`src/rtl/req_gnt_pkg.sv`:
```
// Shared types and default sizing for the req/gnt responder and its round-robin selector.
package req_gnt_pkg;

  typedef enum logic [1:0] {
    IDLE    = 2'd0,
    WAIT    = 2'd1,
    GRANT   = 2'd2,
    RELEASE = 2'd3
  } rg_state_e;

  localparam int RG_N_REQ    = 4;
  localparam int RG_LAT_W    = 4;
  localparam int RG_MAX_WAIT = 64;

endpackage

```
`src/rtl/req_gnt_responder_rr_pick.sv`:
```
// Combinational round-robin selector: first asserted request at or after rr_ptr, wrapping.
module rr_pick
  import req_gnt_pkg::*;
#(
  parameter int N_REQ = RG_N_REQ,
  parameter int IDX_W = $clog2(N_REQ)
) (
  input  logic [N_REQ-1:0] req,
  input  logic [IDX_W-1:0] rr_ptr,
  output logic             valid,
  output logic [IDX_W-1:0] idx
);

  logic [IDX_W-1:0] cand_s;

  // Walk from the farthest offset down so the closest request to rr_ptr wins.
  always_comb begin
    valid  = 1'b0;
    idx    = {IDX_W{1'b0}};
    cand_s = {IDX_W{1'b0}};
    for (int k = N_REQ - 1; k >= 0; k--) begin
      cand_s = IDX_W'((int'(rr_ptr) + k) % N_REQ);
      idx    = req[cand_s] ? cand_s : idx;
      valid  = valid | req[cand_s];
    end
  end

endmodule

```
`src/rtl/req_gnt_responder.sv`:
```
// Responder end of the req/gnt handshake: round-robin arbitration, programmable grant
// latency, single-cycle one-hot grant pulse and sticky per-requester wait-timeout flags.
module req_gnt_responder
  import req_gnt_pkg::*;
#(
  parameter int N_REQ    = RG_N_REQ,
  parameter int LAT_W    = RG_LAT_W,
  parameter int MAX_WAIT = RG_MAX_WAIT
) (
  input  logic                       clk,
  input  logic                       reset,
  input  logic [N_REQ-1:0]           req,
  input  logic [LAT_W-1:0]           latency,
  output logic [N_REQ-1:0]           gnt,
  output logic [$clog2(N_REQ)-1:0]   grant_id,
  output logic                       busy,
  output logic [N_REQ-1:0]           timeout_err
);

  localparam int IDX_W = $clog2(N_REQ);
  localparam int WC_W  = $clog2(MAX_WAIT + 1);

  rg_state_e        state_r, state_s;
  logic [LAT_W-1:0] lat_r, lat_s;
  logic [IDX_W-1:0] rr_ptr_r, rr_ptr_s;
  logic [IDX_W-1:0] gid_r, gid_s;
  logic [N_REQ-1:0] gnt_r, gnt_s;
  logic             busy_r, busy_s;
  logic [N_REQ-1:0] terr_r, terr_s;
  logic [WC_W-1:0]  wcnt_r [N_REQ];
  logic [WC_W-1:0]  wcnt_s [N_REQ];
  logic             pick_valid_s;
  logic [IDX_W-1:0] pick_idx_s;

  rr_pick #(
    .N_REQ (N_REQ),
    .IDX_W (IDX_W)
  ) u_rr_pick (
    .req    (req),
    .rr_ptr (rr_ptr_r),
    .valid  (pick_valid_s),
    .idx    (pick_idx_s)
  );

  // Handshake FSM next-state, latency countdown and registered-output next values.
  always_comb begin
    state_s  = state_r;
    lat_s    = lat_r;
    gid_s    = gid_r;
    rr_ptr_s = rr_ptr_r;
    case (state_r)
      IDLE: begin
        if (pick_valid_s) begin
          state_s = WAIT;
          gid_s   = pick_idx_s;
          lat_s   = latency;
        end else begin
          state_s = IDLE;
        end
      end
      WAIT: begin
        // A dropped request aborts even when the countdown has just expired.
        if (!req[gid_r]) begin
          state_s = IDLE;
        end else if (lat_r == {LAT_W{1'b0}}) begin
          state_s = GRANT;
        end else begin
          lat_s = lat_r - LAT_W'(1'b1);
        end
      end
      GRANT: begin
        state_s = RELEASE;
        if (gid_r == IDX_W'(N_REQ - 1)) begin
          rr_ptr_s = {IDX_W{1'b0}};
        end else begin
          rr_ptr_s = gid_r + IDX_W'(1'b1);
        end
      end
      RELEASE: begin
        if (!req[gid_r]) begin
          state_s = IDLE;
        end else begin
          state_s = RELEASE;
        end
      end
      default: begin
        state_s = IDLE;
      end
    endcase
    gnt_s  = (state_s == GRANT) ? ({{(N_REQ-1){1'b0}}, 1'b1} << gid_s) : {N_REQ{1'b0}};
    busy_s = (state_s != IDLE);
  end

  // Saturating per-requester wait counters and sticky timeout flags.
  always_comb begin
    for (int i = 0; i < N_REQ; i++) begin
      if (!req[i] || gnt_r[i]) begin
        wcnt_s[i] = {WC_W{1'b0}};
      end else if (wcnt_r[i] == WC_W'(MAX_WAIT)) begin
        wcnt_s[i] = wcnt_r[i];
      end else begin
        wcnt_s[i] = wcnt_r[i] + WC_W'(1'b1);
      end
      terr_s[i] = terr_r[i] | (wcnt_s[i] == WC_W'(MAX_WAIT));
    end
  end

  // State and output registers with synchronous reset.
  always_ff @(posedge clk) begin
    if (reset) begin
      state_r  <= IDLE;
      lat_r    <= {LAT_W{1'b0}};
      rr_ptr_r <= {IDX_W{1'b0}};
      gid_r    <= {IDX_W{1'b0}};
      gnt_r    <= {N_REQ{1'b0}};
      busy_r   <= 1'b0;
      terr_r   <= {N_REQ{1'b0}};
      for (int i = 0; i < N_REQ; i++) begin
        wcnt_r[i] <= {WC_W{1'b0}};
      end
    end else begin
      state_r  <= state_s;
      lat_r    <= lat_s;
      rr_ptr_r <= rr_ptr_s;
      gid_r    <= gid_s;
      gnt_r    <= gnt_s;
      busy_r   <= busy_s;
      terr_r   <= terr_s;
      for (int i = 0; i < N_REQ; i++) begin
        wcnt_r[i] <= wcnt_s[i];
      end
    end
  end

  assign gnt         = gnt_r;
  assign grant_id    = gid_r;
  assign busy        = busy_r;
  assign timeout_err = terr_r;

endmodule
```
`config.mk`:
```
export PLATFORM = sky130hd
export DESIGN_NAME = req_gnt_responder
export DESIGN_NICKNAME = d
export VERILOG_FILES = /design/src/rtl/req_gnt_pkg.sv /design/src/rtl/req_gnt_responder_rr_pick.sv /design/src/rtl/req_gnt_responder.sv
export SDC_FILE = /design/constraint.sdc
export NUM_CORES = 1
export LEC_CHECK = 0
export CAP_MARGIN = 10
export CORE_ASPECT_RATIO = 1.2
export CORE_MARGIN = 2
export CORE_UTILIZATION = 45
export DETAILED_ROUTE_END_ITERATION = 6
export PLACE_DENSITY = 0.73
export SLEW_MARGIN = 20
export SYNTH_ARGS = -nofsm -noshare
export SYNTH_HDL_FRONTEND = slang
export SYNTH_SLANG_ARGS = --single-unit
```
`constraint.sdc`:
```
create_clock -name clk -period 5.5 [get_ports clk]
set_clock_uncertainty 0.15 [all_clocks]
set_input_delay 0.825 -clock clk [delete_from_list [all_inputs] [get_ports clk]]
set_output_delay 0.825 -clock clk [all_outputs]
set_load 0.01 [all_outputs]
```
==> results of run 1 <==
==> stage by stage <==
stage / worst slack, ns / std cells / hold WS [ns] / utilization [%]
global route: 2.91 / 379 / 0.359 / 52.8
CTS: 3.09 / 379 / 0.342 / 52.8
detailed placement: 2.77 / 372 / 0.320 / 51.2
global placement: 2.80 / 372 / 0.314 / 51.2
floorplan: 3.55 / 296 / 0.297 / -
finish: 3.05 / 379 / 0.330 / 52.8
==> placed cells by master, fill, tap and decap left out, types with 2 or more instances in the layout <==
master,Yosys,final
dfxtp_1,47,47
o31ai_1,3,3
clkbuf_8,2,6
and3_1,2,2
o21ai_1,3,3
a21oi_1,11,11
nor3b_1,4,4
clkdlybuf4s50_1,0,20
inv_1,13,13
nor4_4,2,2
a31oi_1,5,5
nand2_1,22,22
nand3_1,16,16
or2_1,2,2
nand3b_1,3,3
nor2_1,60,60
nor2b_1,7,7
nand2b_1,10,10
xor2_1,10,10
a311oi_1,3,3
ha_1,10,10
mux2i_1,6,6
xnor2_1,14,14
a21o_1,2,2
a32oi_1,2,2
nor3_1,7,7
==> registers in the layout (all words and copies together) (netlist names) <==
signal	count
state_r	2
timeout_err	4
gnt	4
lat_r	4
grant_id	2
rr_ptr_r	2
wcnt_r	28
busy	1
==> power by group through the flow <==
stage / Clock, uW / Combinational, uW / Sequential [uW]
2_1_floorplan: 0 / 98.1 / 377
3_3_place_gp: 0 / 123 / 385
3_5_place_dp: 0 / 125 / 386
4_1_cts: 218 / 126 / 378
5_1_grt: 229 / 140 / 381
6_report: 211 / 125 / 378
==> final cells by class <==
| type | instances | area [um^2] | area share [%] |
|---|---|---|---|
| multi-input cells | 230 | 1460 | 51.9 |
| flip-flops and latches | 47 | 941 | 33.4 |
| repair buffers | 20 | 200 | 7.11 |
| clock buffers | 6 | 82.6 | 2.93 |
| well taps | 62 | 77.6 | 2.75 |
| inverters | 13 | 48.8 | 1.73 |
| clock inverters | 1 | 5.00 | 0.178 |
==> logic make-up (layout without fill, tap and decap cells) <==
logic type | after synthesis | in the layout | share of synthesized area, %
and+or+nand+nor | 145 | 145 | 29.5
DFF | 47 | 47 | 37.7
AOI/OAI and AO/OA | 44 | 44 | 12.8
xor gates and xnor gates | 24 | 24 | 8.42
buffers and inverters | 19 | 40 | 3.81
adders and majority gates | 10 | 10 | 5.01
muxes | 7 | 7 | 2.86
==> metal layers <==
layer  part of all wire, %  up-vias  track usage, %  routed length, um
met5                     0        -               0                  0
met4                   1.4        0            6.00                 66
met3                   3.2        7            4.00                153
met2                    48       33            27.9               2340
met1                    47      965            19.8               2270
li1                      -     1066               -                  -
==> worst max path at each step <==
stage | startpoint | endpoint
after floorplan | req[2] | lat_r[1]$_SDFFE_PP0P_
after global placement | req[1] | gnt[3]$_SDFF_PP0_
after detailed placement | req[1] | gnt[3]$_SDFF_PP0_
after CTS | req[1] | gnt[1]$_SDFF_PP0_
after global routing | req[2] | lat_r[1]$_SDFFE_PP0P_
final | req[2] | lat_r[1]$_SDFFE_PP0P_
==> synth_stat cells, types with 2 or more instances <==
master	count	area share (%)
nand2b_1	10	2.5
nand3_1	16	3.2
inv_1	13	2.0
clkbuf_8	2	1.1
o31ai_1	3	0.90
dfxtp_1	47	38
o21ai_1	3	0.60
nor3_1	7	1.4
and3_1	2	0.50
nor2b_1	7	1.8
nand3b_1	3	0.90
a31oi_1	5	1.3
buf_2	3	0.60
mux2i_1	6	2.4
nor3b_1	4	1.2
a311oi_1	3	1.1
a32oi_1	2	0.70
nor2_1	60	9.0
a21oi_1	11	2.2
xnor2_1	14	4.9
nand2_1	22	3.3
nor4_4	2	1.7
a21o_1	2	0.60
ha_1	10	5.0
xor2_1	10	3.5
or2_1	2	0.50
==> worst min-delay path, delay by kind of cell, from the launching register on <==
kind            cells  cell delay, ns
compound gates      1            0.04
flops               1            0.34
simple gates        1            0.07
==> out/metrics.yaml, run 1 <==
status: "complete, no violations"
p_switching_uw: 201
p_seq_share_pct: 53.0
dp_hpwl_um: 3640
synthCells: 296
grt_max_degree: 14
r2r_setup_slack_ns: 3.56
num_rows: 29
nets: 337
drc_errors: 0
cp-start-kind: "input port"
placed_cell_area_um2: 2730
power_uw: 714
n_antenna_cell: 0
internal-power_uw: 513
cts_buffers: 5
drt_iter0_drc: 116
r2r-end: "timeout_err[0]$_SDFF_PP0_"
netlist_area_um2: 2500
endpoint_kind: "flop"
slowest_stage: "clkdlybuf4s50_1"
ctsRootBufferMaster: "clkbuf_8"
ir_drop_mv: 0.132
path_delay_family: "compound AO/OA/AOI/OAI gates"
ys_ff_latch: 47
die_h_um: 85.6
hold_path_depth: 2
drt_pass1_iterations: 4
antenna_found_initial: 0
worstPathMaxFanout: 6
vias: 2071
path_buf_inv: 1
crit_type: "input port to flop"
clkPwrFrac_pct: 29.5
r2r_cells: 6
ios: 21
hp-start: "timeout_err[2]$_SDFF_PP0_"
clk_latency_ns: 0.30
wl_um: 4830
synthArstFlopShare_pct: 0
port_buffers: 20
cts_sinks: 47
fillers: 492
hold_path_class: "flop to flop"
cts_resized: 0
start_util_pct: 46.8
die_area_um2: 6160
fin_crit_sh_pct: 44.5
grt-ovfl-total: 0
slew_violations: 0
grt_pass1_wl_um: 8050
synth_edf_count: 0
grt_use_total_pct: 16.3
final_cell_area_um2: 2820
p_comb_share_pct: 17.5
vias_per_cell: 5.46
max-cap-violations: 0
core_area_um2: 5330
grt_pass1_vias: 1902
tightest_slew_ns: 0.445
max-slew-margin-rel_pct: 69.5
hold_buffers: 0
cts_tree: "built"
gp_congestion: 0.859
arrival_ns: 2.51
crit_cells: 6
max_freq_ghz: 0.409
cp.required_ns: 5.56
htreeDepth: 2
detail_route.wl_per_cell_um: 12.7
synthToLayoutAreaGrowth_pct: 12.8
cpPeakStageDelay_ns: 0.56
rsz0062_at_grt: "false"
ant_nets: 0
avgSynthCellArea_um2: 8.44
fin_setup_tns_ns: 0
swShare_pct: 28.1
cp_cell_sequence: "clkdlybuf4s50_1 > mux2_2 > o2bb2ai_1 > a21oi_1 > nor2_1 > a211oi_1"
hold_viol_final: 0
yosysUniqueCellTypes: 53
drive_gt1_share_pct: 5.36
holdPathEnd: "timeout_err[2]$_SDFF_PP0_"
cts_max_path_buffers: 2
powerDensity_nw_per_um2: 253
seq_area_frac_synth_pct: 37.7
synth_ff_type: "dfxtp_1"
clk_pin_slew_worst_paths_ns: 0.09
post_cts_buffers: 0
reg2reg_from: "wcnt_r[0][0]$_SDFF_PP0_"
total_leakage_power_uw: 0.000996
min_period_ns: 2.45
die_w_um: 72.0
yosys_warnings: 0
synth_nets: 316
setup_viol_count_final: 0
(Power assumes the default switching activity.)
==> run 2, diff against run 1 <==
Settings changed: PLACE_DENSITY 0.73 to 0.75.
Clock period 5.5 ns to 2 ns, I/O delays scaled along.
==> run 2 against run 1 <==
Net effect:
- clock-buffer cell count stayed put
- setup slack worse by 2.9 ns
- die area stayed put
- first-iteration DRC count is 23% lower
- combinational power grew to 3.1 times the previous value
==> out/metrics.yaml, run 2 (synthesis gave the netlist of run 1 again) <==
gp_congestion: 0.817  # was 0.859
min_period_ns: 1.82
clk_pin_slew_worst_paths_ns: 0.08  # was 0.09 ns
drt_iter0_drc: 89  # was 116
grtUsageMet2_pct: 29.4  # was 27.9%
start_util_pct: 46.8  # unchanged
ir_drop_mv: 0.474  # was 0.132 mV
drt_pass1_iterations: 4  # unchanged
arrival_ns: 1.87  # was 2.51 ns
path_buf_inv: 1  # unchanged
num_rows: 29  # unchanged
ctsRootBufferMaster: "clkbuf_8"  # unchanged
fin_util_pct: 55.5  # was 52.8%
slowest_stage: "or3b_2"  # was clkdlybuf4s50_1
whs_ns: 0.311  # was 0.330 ns
power_uw: 2090  # was 714 uW
detail_route.wl_per_cell_um: 12.0  # was 12.7 um
synthToLayoutAreaGrowth_pct: 18.5  # was 12.8%
nets: 354  # was 337
slew_violations: 0  # unchanged
cts_sinks: 47  # unchanged
powerDensity_nw_per_um2: 705  # was 253 nW/um^2
clk_latency_ns: 0.29  # was 0.30 ns
dp_hpwl_um: 3600  # was 3640 um
hold_path_class: "flop to flop"  # unchanged
n_antenna_cell: 0  # unchanged
endpoint_kind: "flop"  # unchanged
total_leakage_power_uw: 0.00108  # was 0.000996 uW
cp-start-kind: "flop"  # was input port
vias_per_cell: 5.27  # was 5.46
die_h_um: 85.6  # unchanged
setup_viol_count_final: 0  # unchanged
max_freq_ghz: 0.549
max-cap-violations: 0  # unchanged
htreeDepth: 2  # unchanged
hold_viol_final: 0  # unchanged
post_cts_buffers: 0  # unchanged
cts_max_path_buffers: 2  # unchanged
wl_um: 4750  # was 4830 um
vias: 2086  # was 2071
largest-register: "wcnt_r"  # unchanged
cts_buffers: 5  # unchanged
cpPeakStageDelay_ns: 0.47  # was 0.56 ns
rsz0062_at_grt: "false"  # unchanged
mostFrequentLayoutCells: "nor2_1, dfxtp_1, nand2_1"  # unchanged
ios: 21  # unchanged
grt_use_met1_pct: 21.2  # was 19.8%
layout_commonest_cell: "nor2_1"  # unchanged
cts_resized: 0  # unchanged
largest_reg_flops: 28  # unchanged
r2r_setup_slack_ns: 0.18  # was 3.56 ns
max-slew-margin-rel_pct: 65.9  # was 69.5%
fin_crit_sh_pct: 91.0
worstPathMaxFanout: 4  # was 6
crit_type: "flop to flop"  # was input port to flop
antenna_found_initial: 0  # unchanged
ant_nets: 0  # unchanged
path_delay_family: "simple AND/OR/NAND/NOR gates"  # was compound AO/OA/AOI/OAI gates
cts_tree: "built"  # unchanged
core_area_um2: 5330  # unchanged
status: "complete, no violations"  # unchanged
die_w_um: 72.0  # unchanged
grt-ovfl-total: 0  # unchanged
grt_pass1_wl_um: 8430  # was 8050 um
grtUsageMet3_pct: 2.59  # was 4.00%
tightest_slew_ns: 0.510  # was 0.445 ns
hold_buffers: 0  # unchanged
cp.required_ns: 2.05  # was 5.56 ns
gr-max-usage-layer: "met2"  # unchanged
drc_errors: 0  # unchanged
grt_max_degree: 14  # unchanged
die_area_um2: 6160  # unchanged
port_buffers: 20  # unchanged
drive_gt1_share_pct: 9.88  # was 5.36%
cp_cell_sequence: "inv_1 > ha_1 > or3b_2 > a21oi_1 > nor2_1 > a211oi_1"  # was clkdlybuf4s50_1 > mux2_2 > o2bb2ai_1 > a21oi_1 > nor2_1 > a211oi_1
grt_use_total_pct: 17.0  # was 16.3%
grt_pass1_vias: 1959  # was 1902
-- run 2: changes by cell type in the layout (fill, tap and decap cells not counted) --
cell / before / now
clkinv_2: 1 / 0
buf_4: 0 / 17
bufinv_16: 0 / 1
clkbuf_1: 0 / 1
clkbuf_8: 6 / 5
-- run 2: tightest hold or removal path, cell delays in order, from the launching register on --
cell     delay (ns)
dfxtp_1        0.33
nand2_1        0.05
o41ai_1        0.05
-- run 2: cell type report --
cell class / count / area [um^2]
flip-flops and latches: 47 / 941
repair buffers: 37 / 328
inverters: 13 / 48.8
clock inverters: 1 / 30.0
clock buffers: 6 / 72.6
multi-input cells: 230 / 1460
well taps: 62 / 77.6
fillers: 488 / 2370
-- run 2: power breakdown --
part	switching, uW	internal [uW]	total (uW)	leakage [uW]
logic	196	193	389	0.000650
registers	56.3	981	1040	0.000382
clock network	293	367	659	0.0000513
total	545	1540	2090	0.00108
-- run 2: metrics by stage --
stage	instance area [um^2]	instances	setup TNS (ns)	worst slack, ns
2_1_floorplan	2500	296	0	0.214
4_1_cts	2960	396	0	0.163
5_1_grt	2960	396	0	0.0328
6_report	2960	396	0	0.180
3_5_place_dp	2860	389	-0.0000941	-0.0000941
3_3_place_gp	2860	389	0	0.0242
-- run 2: final timing paths --
kind,from,endpoint,cells after the start
hold reg to reg,timeout_err[3]$_SDFF_PP0_,timeout_err[3]$_SDFF_PP0_,2
setup / recovery,lat_r[0]$_SDFFE_PP0P_,lat_r[1]$_SDFFE_PP0P_,6
setup reg to reg,lat_r[0]$_SDFFE_PP0P_,lat_r[1]$_SDFFE_PP0P_,6
hold / removal,timeout_err[3]$_SDFF_PP0_,timeout_err[3]$_SDFF_PP0_,2
-- run 2: routing by layer --
metal,part of all wire [%],up-vias
li1,-,1092
met1,48,949
met2,47,41
met3,4.3,4
met4,0.95,0
met5,0,-
